## config.mk

```make
export PLATFORM = sky130hd
export DESIGN_NAME = msg_sequencer
export DESIGN_NICKNAME = d
export VERILOG_FILES = /design/src/rtl/msg_sequencer.sv
export SDC_FILE = /design/constraint.sdc
export NUM_CORES = 1
export LEC_CHECK = 0
export ABC_AREA = 1
export CORE_MARGIN = 5
export CORE_UTILIZATION = 41
export DETAILED_ROUTE_END_ITERATION = 7
export GPL_ROUTABILITY_DRIVEN = 0
export GPL_TIMING_DRIVEN = 0
export PLACE_DENSITY_LB_ADDON = 0.12
export SYNTH_ARGS = -nofsm -noshare
export SYNTH_HDL_FRONTEND = slang
export SYNTH_SLANG_ARGS = --single-unit
```

## constraint.sdc

```tcl
create_clock -name clk -period 1.4 [get_ports clk]
set_input_delay 0.28 -clock clk [delete_from_list [all_inputs] [get_ports clk]]
set_output_delay 0.28 -clock clk [all_outputs]
set_load 0.02 [all_outputs]
```

## src/rtl/msg_sequencer.sv

```systemverilog
// rtl/msg_sequencer.sv - walks a 16-entry message ROM from start to end address, dwelling DWELL cycles per entry
module msg_sequencer #(
    parameter int DWELL = 4
) (
    input  logic       clk,
    input  logic       rst,
    input  logic [3:0] start_addr,
    input  logic [3:0] end_addr,
    input  logic       req,
    output logic [3:0] rom_addr,
    output logic       valid,
    output logic       busy,
    output logic       done
);

    typedef enum logic {IDLE, PLAY} state_t;

    localparam logic [7:0] LAST = 8'(DWELL - 1);

    state_t     state;
    logic [7:0] cnt;
    logic [3:0] end_q;
    logic       req_q;
    logic       start;

    assign start = req & ~req_q;
    assign busy  = valid;

    // A fresh rising edge of req always wins, even over the final dwell cycle.
    always_ff @(posedge clk or posedge rst) begin
        if (rst) begin
            state    <= IDLE;
            rom_addr <= 4'd0;
            valid    <= 1'b0;
            done     <= 1'b0;
            cnt      <= 8'd0;
            end_q    <= 4'd0;
            req_q    <= 1'b0;
        end else begin
            req_q <= req;
            done  <= 1'b0;
            if (start) begin
                state    <= PLAY;
                rom_addr <= start_addr;
                end_q    <= end_addr;
                cnt      <= 8'd0;
                valid    <= 1'b1;
            end else begin
                case (state)
                    IDLE: begin
                        valid <= 1'b0;
                    end
                    PLAY: begin
                        if (cnt == LAST) begin
                            cnt <= 8'd0;
                            if (rom_addr != end_q) begin
                                rom_addr <= rom_addr + 4'd1;
                            end else begin
                                state <= IDLE;
                                valid <= 1'b0;
                                done  <= 1'b1;
                            end
                        end else begin
                            cnt <= cnt + 8'd1;
                        end
                    end
                    default: begin
                        state <= IDLE;
                        valid <= 1'b0;
                    end
                endcase
            end
        end
    end

endmodule

```

# Yosys cells after proc, flatten, opt, wreduce, memory -nomap -nowiden
# Index checks and enable logic that the tools add are counted.
# W data, S select, Z words.
dict set report classes {
  n_lt_le_gt_ge 0
  reduce_logical 5
  mul 0
  n_eq_ne 4
  bitwise 3
  div 0
  n_shift 0
  addsub 2
  mux 19
}
# operator n
set ops {}
lappend ops {{$mux W8} 3}
lappend ops {{$mux W4} 4}
lappend ops {{$mux W1} 11}
lappend ops {{$add A8 B1 Y8 const B} 1}
lappend ops {{$eq A8 B2 Y1 const B} 1}
lappend ops {{$reduce_bool A2 Y1} 3}
lappend ops {{$add A4 B1 Y4 const B} 1}
lappend ops {{$ne A4 B4 Y1} 1}
lappend ops {{$ne A3 B1 Y1 const B} 1}
lappend ops {{$ne A3 B3 Y1 const B} 1}
lappend ops {{$reduce_and A3 Y1} 1}
lappend ops {{$not A1 Y1} 2}
lappend ops {{$pmux W1 S2} 1}
lappend ops {{$reduce_and A2 Y1} 1}
lappend ops {{$and A1 B1 Y1} 1}
dict set report word_totals {
  mem_bits_rw 0
  out_inout_bits 7
  memories 0
  romBits 0
  latchBits 0
  inputBits 11
  regBits 20
  wordCells 40
}

# Longest topological paths before layout
dict set report depth {
  depth_word 5
  mapped_depth 9
  mapped_depth_nobuf 9
}

# Worst setup path after synthesis
# Ideal clock, no wire load.
dict set report synth_path {
  path_kind {reg2reg}
  start {register rom_addr[0]}
  end {register rom_addr[2]}
  stages_incl_launch_ff 7
  path_slack_ns 0.091
  arrival_time_ns 1.192
  synth_period_minus_slack_ns 1.309
  required_ns 1.283
  setup_time_ns 0.117
  n_path_buf 0
  path_cell_list {dfrtp_1 ha_1 or2_2 nand3_1 nand2_1 nand2_1 nand2_1}
}
dict set report synth_between {
  elab_chain_len 5
  word_cells_on_any_way 8
  cone_classes {add/sub (1); eq/ne (1); mux (4); reduce/logical (2)}
}
# item line_no
set synth_rtl {}
lappend synth_rtl {{from (decl)} 10} ;# output logic [3:0] rom_addr,
lappend synth_rtl {{from (signal assigned)} 44} ;# rom_addr <= start_addr;
lappend synth_rtl {{from (signal assigned)} 57} ;# rom_addr <= rom_addr + 4'd1;
lappend synth_rtl {{$add A4 B1 Y4} 57}
lappend synth_rtl {{$mux W4} 56} ;# if (rom_addr != end_q) begin
lappend synth_rtl {{$mux W4} 54} ;# if (cnt == LAST) begin
lappend synth_rtl {{$mux W4} 49} ;# case (state)
lappend synth_rtl {{$mux W4} 42} ;# if (start) begin
# Several ways; a longest one is shown, not always the timed one. The select of a mux whose other input is x is not followed.
# A chain may end at the register's enable or synchronous reset.

# Worst setup path after layout
dict set report layout_path {
  start {register rom_addr[0]}
  end {output rom_addr[0]}
}
# No word-level cell between the ends.

==> metrics.log <==
[metrics] worst reg2reg path startpoint: rom_addr[0]$_DFFE_PP0P_
[metrics] number of top-level pins: 18
[metrics] Warnings, synthesis: 0
[metrics] maximum fanout count along the critical path: 7
[metrics] CTS tree: built
[metrics] H-Tree Level Count: 1
[metrics] antenna-violating nets left: 0
[metrics] CTS sink cnt: 20
[metrics] placed wire-length estimate: ~1700 um
[metrics] normalized max-slew margin: roughly half
[metrics] standby leakage power: approximately 0.7 nW
[metrics] crit path kind: reg2out
[metrics] count of buffering cells on the critical path with inverters included: 1
[metrics] first drt pass iteration count: 4
[metrics] syn nets: 160
[metrics] status: finished, final reports clean
[metrics] maximum VDD drop: roughly 0.90 mV
[metrics] unrepaired setup endpoints after global routing: yes
[metrics] worst-skew pair later-pin latency: 0.30 ns
[metrics] Net count, final: about 190
[metrics] remaining global-route overflow: 0
[metrics] All-Layer GR Usage: 12.46%
[metrics] worst setup path startpoint: rom_addr[0]$_DFFE_PP0P_
[metrics] series of cell instances along the critical path: clkdlybuf4s15_2
[metrics] number of CTS-inserted buffers: 3
[metrics] row count: 19
[metrics] worst min path class: in2async
[metrics] final standard cell area without fillers: 0.001433 mm^2
[metrics] share of the yosys chip area belonging to registers: between 40 and 50%
[metrics] transition time at the pin with the least slew margin: 0.7602 ns
[metrics] via count of the first global-routing pass: 942
[metrics] height of the die: between 60 and 70 um
[metrics] starting density of the core: roughly 42%
[metrics] count of pins over their slew limit: 0
[metrics] final core area utilization: between 50% and 60%
[metrics] final setup violation count: 0
[metrics] count of input and output buffers: 17
[metrics] reg-to-reg critical path endpoint: rom_addr[2]$_DFFE_PP0P_
[metrics] Post-DP Area: approximately 0.0014 mm^2
[metrics] Die Area: just under 0.004 mm^2
[metrics] clock buffer depth: 2
[metrics] sum of negative setup slack: 0 ns
[metrics] routed vias: 980
[metrics] standard cell core area: ~0.0027 mm^2
[metrics] number of remaining DRC errors: 0
[metrics] DRT iter0 DRCs: 49
[metrics] root buffer cell: clkbuf_4
[metrics] count of cell types in the netlist: 24
[metrics] Post-Syn Area: 0.001146 mm^2
[metrics] CP endpoint kind: output pin
[metrics] final routed wirelength across all metal layers: 2409 um
[metrics] largest net degree at the start of global routing: 21
[metrics] Post-Synthesis Cells: between 100 and 150
[metrics] Synth Register Bits: 20
[metrics] largest stage delay on the critical path: about 0.5 ns
[metrics] maximum clock rate: roughly 730 MHz
[metrics] Hold Violations, Final: 0
[metrics] Hold Worst Slack: ~0.4 ns
[metrics] flop-to-flop setup slack: roughly 0.07 ns
[metrics] Maximum Capacitance Violations: 0
[metrics] crit path max-delay cell type: dfrtp_1
[metrics] clock input transition at the sequential cells of the worst setup and hold paths: 0.12 ns
[metrics] clock skew after layout: between 0.003 and 0.004 ns
[metrics] horizontal die dimension: 62.87 um
[metrics] WL per Instance: ~12 um
[metrics] required time at the endpoint of the critical path: 1.12 ns
[metrics] Ant. Diodes: 0
[metrics] Top Family by Delay on Critical Path: flip-flops
[metrics] power density over the cells: ~1500 mW/mm^2
[metrics] critical path data arrival time: 1.09 ns
[metrics] share of the cycle needed by the critical path after routing: a little over nine tenths
[metrics] post-detailed-route via-to-cell ratio: 4.828
[metrics] kind of start point of the critical path: flop
[metrics] final critical delay including setup and external delays: approximately 1.4 ns
[metrics] wire length of the first global-routing pass: ~4100 um
[metrics] worst reg-to-reg path cell count: 6
[metrics] share of final-layout standard cells stronger than drive strength 1: a little under a quarter
[metrics] total power consumption of the routed design: roughly 0.0022 W
[metrics] mean post-synth cell area: a little under 8 um^2
[metrics] layout overhead on the synthesized area: 25.00%
[metrics] initial antenna violation count: 0
## flip-flops by register name, indices dropped and copies added (netlist names)
name and count:
cnt 8, req_q 1, state 1, done 1, end_q 4, rom_addr 4, busy 1
## layer usage
layer | part of all wire [%] | GRT usage [%] | routed length [um]
met1 | 48 | 16.46 | 1165
met2 | 46 | 18.97 | 1113
met3 | 4.2 | 3.417 | 100
met4 | 1.2 | 5.305 | 29
met5 | 0 | 0 | 0
## power breakdown
part           switching (W)  internal (W)  leakage, nW
logic               0.000564      0.000438        0.451
clock network       0.000182      0.000100       0.0138
registers           0.000158      0.000716        0.248
## final cells by class
type	count	area, um^2
plain buffers	3	28.78
fillers	276	1277
well taps	31	38.79
clock buffers	3	22.52
multi-input cells	102	556.8
inverters	21	78.83
flip-flops and latches	20	504.2
repair buffers	23	202.7
## how the worst max path moves through the flow
| stage | endpoint | slack [ns] | cells after the start |
|---|---|---|---|
| after floorplan | rom_addr[2]$_DFFE_PP0P_ | 0.09 | 6 |
| after global placement | cnt[6]$_DFFE_PP0P_ | -0.29 | 7 |
| after detailed placement | cnt[6]$_DFFE_PP0P_ | -0.33 | 7 |
| after CTS | rom_addr[1] | 0.006 | 1 |
| after global routing | rom_addr[3]$_DFFE_PP0P_ | -0.05 | 9 |
| final | rom_addr[0] | 0.03 | 1 |
## what timing repair did
item / CTS / global route
setup endpoints to repair: 9 / 12
hold buffers: 0 / 0
resized for setup: 14 / 11
buffers inserted: 0 / 6
pin swaps: 0 / 3
## per-stage QoR
step	cells	setup slack (ns)
5_1_grt	203	-0.05130
3_5_place_dp	194	-0.3292
6_report	203	0.02829
3_3_place_gp	194	-0.2896
2_1_floorplan	146	0.09069
4_1_cts	197	0.006386
## synthesized netlist by cell type
master	number	area, um^2
clkbuf_8	1	13.76
nand2_2	3	18.77
nor2_2	2	12.51
nor3_2	1	10.01
dfrtp_1	20	500.5
nand2_4	2	22.52
inv_1	15	56.30
buf_4	1	7.510
o21ai_0	7	35.03
or2_2	1	6.260
ha_1	3	37.54
buf_2	1	5.000
nor2_1	7	26.28
o21ai_1	3	15.01
inv_2	6	22.52
xor2_1	3	26.28
xnor2_1	1	8.760
nand3_1	11	55.05
nand2_1	47	176.4
nor2_4	4	45.04
o22ai_1	4	25.02
nand3_2	1	10.01
nor3_1	1	5.000
a21oi_1	1	5.000
## worst register-to-register path, stage by stage (launching register included)
cell and delay [ns]:
dfrtp_1 0.48, ha_1 0.24, or2_2 0.27, nand3_1 0.09, nand2_1 0.05, nand2_1 0.06
nand2_1 0.05
## layout by cell type (no fill, tap or decap), types with 4 or more instances in the layout
cell type        instances
inv_2                    6
nor2_4                   5
buf_4                    8
nor2_1                   7
o21ai_1                  4
clkdlybuf4s50_1         10
nand3_1                 10
nand2_1                 47
o21ai_0                  6
o22ai_1                  4
inv_1                   15
dfrtp_1                 17
## logic make-up (layout without fill, tap and decap cells)
logic type | after synthesis | in the layout | share of synthesized area (%)
AO/OA/AOI/OAI | 15 | 15 | 6.985
flip-flops | 20 | 20 | 43.67
AND/OR/NAND/NOR | 80 | 80 | 33.84
buffers and inverters | 24 | 50 | 9.169
XOR/XNOR | 4 | 4 | 3.057
adder cells (fa/ha/maj) | 3 | 3 | 3.275
No activity file was read; power rests on OpenSTA's default activity.
==> patch 1: new RTL, same flow settings <==
Register the output `rom_addr` once more, without a reset; this adds one clock of latency there. The other outputs are not delayed to match.
--- a/src/rtl/msg_sequencer.sv
+++ b/src/rtl/msg_sequencer.sv
@@ -18,4 +18,6 @@
     localparam logic [7:0] LAST = 8'(DWELL - 1);
 
+    logic [3:0] rom_addr_s0;
+
     state_t     state;
     logic [7:0] cnt;
@@ -31,5 +33,5 @@
         if (rst) begin
             state    <= IDLE;
-            rom_addr <= 4'd0;
+            rom_addr_s0 <= 4'd0;
             valid    <= 1'b0;
             done     <= 1'b0;
@@ -42,5 +44,5 @@
             if (start) begin
                 state    <= PLAY;
-                rom_addr <= start_addr;
+                rom_addr_s0 <= start_addr;
                 end_q    <= end_addr;
                 cnt      <= 8'd0;
@@ -54,6 +56,6 @@
                         if (cnt == LAST) begin
                             cnt <= 8'd0;
-                            if (rom_addr != end_q) begin
-                                rom_addr <= rom_addr + 4'd1;
+                            if (rom_addr_s0 != end_q) begin
+                                rom_addr_s0 <= rom_addr_s0 + 4'd1;
                             end else begin
                                 state <= IDLE;
@@ -74,4 +76,8 @@
     end
 
+    always_ff @(posedge clk) begin
+        rom_addr <= rom_addr_s0;
+    end
+
 endmodule
 
Behaviour: not the same (Yosys sat finds a counterexample within 4 cycles, from zero or initial values and one cycle with rst high).
==> patch 1 against the unedited design <==
Critical endpoint is now cnt[4]$_DFFE_PP0P_. Via count increased by 2.2%. Sequential cell count increased by 4. Worst setup slack improved by 6.0 ps. Area after synthesis increased by 5.5%. Core utilization increased by 0.67 points. Routed wire length decreased by 1.1%. Power increased by 9.3%. Largest power group is now registers. Final area increased by 3.9%.
==> patch 1: results (changes against the unedited design) <==
[grt]
grt_use_met2_pct=18.03  ; -0.94 points
use_met1_pct=16.10  ; -0.36 points
grt_max_degree=21  ; unchanged
track_usage_pct=12.11  ; -0.36 points
antenna_found_initial=0  ; unchanged
grt_util_met3_pct=4.729  ; +1.3 points
grt_pass1_vias=968  ; +2.8%
grt_pass1_wl_mm=4.036  ; -0.86%
grt_overflow=0  ; unchanged

[finish]
fillers=263  ; -4.7%
nNetsFinal=191  ; +1.6%
drive_gt1_share_pct=20.00  ; -3.8 points
num_antenna_cells=0  ; unchanged
largest_reg_flops=8  ; unchanged
regMostFlops=cnt

[clock_network]
insertion_delay_ps=300  ; about the same
numCtsBuffers=3  ; unchanged
root_buffer=clkbuf_4
clk_pin_slew_ps=120  ; about the same
htreeDepth=1  ; unchanged
cts_resized=8  ; -6
post_cts_buffers=1  ; +1
clk_path_buf_depth=2  ; unchanged

[place]
dpl.hpwl_mm=1.737  ; +0.46%
io_buffer_count=17  ; unchanged
dp_slack_ps=-205.3  ; +123.9 ps
dpl_cell_area_mm2=0.001418  ; +4.6%

[detailed_routing]
via_per_inst=4.864  ; +0.76%
drtIter0Drc=34  ; -31%
wl_per_cell_um=11.57  ; -2.5%
dr.pass1.iters=4  ; unchanged

[critical_path]
rrSetupSlack_ps=30  ; -40 ps
rr_worst_depth=6  ; unchanged
r2r_end=cnt[4]$_DFFE_PP0P_
critical_path.max_fanout=3  ; -4
path_class=reg2reg
r2r_start=cnt[1]$_DFFE_PP0P_
arrival_ps=1560  ; +470 ps

[synthesis]
synthTopCellsByCount=nand2_1, dfrtp_1, inv_1
synthTopCellsByArea=dfrtp_1, nand2_1, dfxtp_1, inv_1, nand3_1
syn-num-nets=165  ; +3.1%
synthArstFlopShare_pct=83.33  ; -17 points
yosys_warnings=0  ; unchanged
ys_types=25  ; +4.2%
seq_area_frac_synth_pct=48.03  ; +4.4 points

[pwr]
ir_drop_mv=0.9685  ; +7.9%
cellLeakagePower_uw=0.0007423  ; +4.2%

[hold_path]
hp-class=in2async

[timing]
relSlewSlack_pct=49.23  ; about the same
skew_ps=7.719  ; +4.368 ps
period_needed_ps=1366  ; -6.010 ps

[status]
outcome=complete, no violations

[patch 1: cell type report]
| cell class | count | area (µm²) | area share, % |
|---|---|---|---|
| Inverter | 23 | 88.84 | 5.966 |
| Timing Repair Buffer | 21 | 190.2 | 12.77 |
| Buffer | 2 | 12.51 | 0.8403 |
| Sequential cell | 24 | 584.3 | 39.24 |
| Clock buffer | 3 | 22.52 | 1.513 |
| Multi-Input combinational cell | 102 | 551.8 | 37.06 |
| Tap cell | 31 | 38.79 | 2.605 |
[patch 1: layer usage]
layer | wire length, µm | vias up
met3 | 120 | 2
met4 | 13 | 0
met1 | 1183 | 454
met5 | 0 | -
met2 | 1065 | 23
li1 | - | 523
[patch 1: through the flow]
stage / utilization (%) / hold WS, ps / power (µW) / std cells / TNS (ps)
2_1_floorplan: - / 243.8 / 1677 / 151 / 0
3_3_place_gp: 50.97 / 412.8 / 1953 / 199 / -2024
3_5_place_dp: 50.97 / 418.1 / 1988 / 199 / -2262
4_1_cts: 51.69 / 414.4 / 2261 / 203 / 0
5_1_grt: 53.53 / 416.6 / 2575 / 206 / -106.7
6_report: 53.53 / 393.1 / 2358 / 206 / 0
[patch 1: logic make-up after synthesis]
kind of cell | share of synthesized area, %
compound gates | 8.800
xor+xnor | 2.174
fa+ha+maj | 3.106
buf+inv | 8.385
flops | 48.03
simple gates | 29.50
[patch 1: power by group]
part | switching (µW) | internal (µW)
registers | 174 | 882
logic | 568 | 448
clock network | 186 | 100
total | 928 | 1430
[patch 1: worst max-delay path, stage by stage, from the launching register on]
cell	delay [ps]
dfrtp_1	440
buf_4	160
buf_4	120
ha_1	180
nand3_2	100
xor2_1	150
o22ai_1	100
==> patch 2: new RTL, config.mk and constraints unchanged <==
Made on the original files. Make the reset (`rst`) synchronous in one clocked block.
--- a/src/rtl/msg_sequencer.sv
+++ b/src/rtl/msg_sequencer.sv
@@ -28,5 +28,5 @@
 
     // A fresh rising edge of req always wins, even over the final dwell cycle.
-    always_ff @(posedge clk or posedge rst) begin
+    always_ff @(posedge clk) begin
         if (rst) begin
             state    <= IDLE;
Formal check against the unedited RTL: differs if rst is asserted again (counterexample within 4 cycles, from zero or initial values and one cycle with rst high); with rst held inactive, the same outputs for 10 cycles.
==> patch 2 against the unedited design <==
Final area decreased by 6.9%. Area after synthesis fell by 5.6%. Sequential share of layout area fell by 4.5 points. First-iteration DRC count shrank 12%. Worst setup slack better by 44 ps. Routed wire length is 10% lower. Sequential cell count did not move.
Power is not compared: it rests on default switching activity, and its combinational part moved more than twofold at a synthesized area within 25%.
==> patch 2: results (changes against the unedited design) <==
[hold_path]
hold_path_depth=2
whs_endpoint=end_q[2]$_SDFFE_PP0P_
hp-start=end_q[2]$_SDFFE_PP0P_
hp-class=reg2reg

[finish]
instances_no_fill=205  ; +0.99%
nNetsFinal=190  ; +1.1%
largest_registers=cnt (8), end_q (4), rom_addr (4)
drive_gt1_share_pct=21.71  ; -2.1 points
num_antenna_cells=0  ; unchanged

[pwr]
p_int_uw=790.9
ir_drop_mv=0.6262
cellLeakagePower_uw=0.0005678

[timing]
slew_violations=0  ; unchanged
worst_pin_slew_ps=335.0  ; -425.2 ps
skew_ps=9.786  ; +6.434 ps

[detailed_routing]
wl_per_cell_um=10.54  ; -11%
drtIter0Drc=43  ; -12%
vias=974  ; -0.61%
dr.pass1.iters=4  ; unchanged

[place]
dpl_cell_area_mm2=0.001290  ; -4.8%
dpl.hpwl_mm=1.645  ; -4.8%
dp_cells=201  ; +3.6%

[synthesis]
synthTopCellsByArea=dfxtp_1, nand2_1, inv_1, a21oi_1, nand3_1
syn-num-nets=167  ; +4.4%
seq_area_frac_synth_pct=36.99  ; -6.7 points
synth_ff_type=dfxtp_1
yosys_warnings=0  ; unchanged
synthTopCellsByCount=nand2_1, dfxtp_1, inv_1
ys_types=24  ; unchanged
syn_area_per_cell_um2=7.028  ; -10%
synthArstFlopShare_pct=0  ; -100 points

[critical_path]
rrSetupSlack_ps=120  ; +50 ps
r2r_end=rom_addr[3]$_SDFFE_PP0P_
rr_worst_depth=9  ; +3
r2r_start=cnt[0]$_SDFFE_PP0P_
slowest_delay_ps=420  ; -70 ps
cpMaxStageDelayCell=dfxtp_2
path_delay_family=flip-flops
critical_path.max_fanout=7  ; unchanged

[clock_network]
numCtsBuffers=3  ; unchanged
clk_path_buf_depth=2  ; unchanged
insertion_delay_ps=310
root_buffer=clkbuf_4
clk_pin_slew_ps=110
htreeDepth=1  ; unchanged

[grt]
antenna_found_initial=0  ; unchanged
grt_max_degree=11  ; -48%
track_usage_pct=13.17  ; +0.70 points
grt_pass1_vias=918  ; -2.5%
grt_pass1_wl_mm=3.670  ; -9.9%

[status]
outcome=complete, no violations

[patch 2: cell types whose count changed in the layout (fill, tap and decap cells not counted), moves of 4 or more]
cell	change
dfrtp_1	-17
dfxtp_1	+15
a21oi_1	+9
nand2_1	-6
buf_4	-5
nor2_1	+5
dfxtp_2	+4
nor3_1	+4
o21ai_1	-4
o22ai_1	-4
[patch 2: logic make-up (layout without fill, tap and decap cells)]
family | after synthesis | in the layout | share of synthesized area, %
xor gates and xnor gates | 2 | 2 | 1.619
adders and majority gates | 2 | 2 | 2.312
and+or+nand+nor | 84 | 84 | 36.99
DFF | 20 | 20 | 36.99
buffers and inverters | 27 | 48 | 11.91
AOI/OAI and AO/OA | 19 | 19 | 10.17
[patch 2: worst max path at each step]
stage                        startpoint  cells after the start                  endpoint
2_1_floorplan  rom_addr[3]$_SDFFE_PP0P_                      8  rom_addr[0]$_SDFFE_PP0P_
3_3_place_gp                        req                      7     end_q[1]$_SDFFE_PP0P_
3_5_place_dp                        req                      7     end_q[2]$_SDFFE_PP0P_
4_1_cts               busy$_SDFFE_PP0P_                      2                     valid
5_1_grt             cnt[0]$_SDFFE_PP0P_                     10         busy$_SDFFE_PP0P_
6_report       rom_addr[2]$_SDFFE_PP0P_                      1               rom_addr[2]
[patch 2: final cells by class]
cell class | instances | area (µm²)
plain buffers | 4 | 37.54
clock buffers | 3 | 22.52
fillers | 256 | 1166
inverters | 23 | 91.34
multi-input cells | 107 | 565.5
flip-flops and latches | 20 | 409.1
well taps | 30 | 37.54
repair buffers | 18 | 170.2
[patch 2: power groups by stage]
stage / combinational, µW / clock (µW) / sequential, µW
after CTS: 209 / 291 / 615
after floorplan: 134 / 0 / 632
after global placement: 213 / 0 / 626
after detailed placement: 215 / 0 / 627
final: 211 / 276 / 615
after global routing: 235 / 310 / 620
[patch 2: routing by layer]
layer,vias up,global-route usage [%],wire length [µm]
met4,0,4.545,29
met5,-,0,0
met1,428,14.39,953
met2,20,23.72,1103
met3,4,4.403,74
li1,522,-,-
[patch 2: stage by stage]
stage	setup slack (ps)	hold slack, ps	setup TNS, ps	utilization [%]
3_3_place_gp	-178.7	454.0	-2264	51.60
2_1_floorplan	170.5	342.4	0	-
6_report	72.21	472.5	0	53.35
4_1_cts	11.33	478.6	0	52.35
3_5_place_dp	-197.7	460.6	-2509	51.60
5_1_grt	4.110	495.6	0	53.35
[patch 2: timing repair]
item,4_1_cts,5_1_grt
endpoints found under the hold margin,0,0
endpoints found under the setup margin,7,13
gates resized for setup,11,10
buffers inserted,0,1
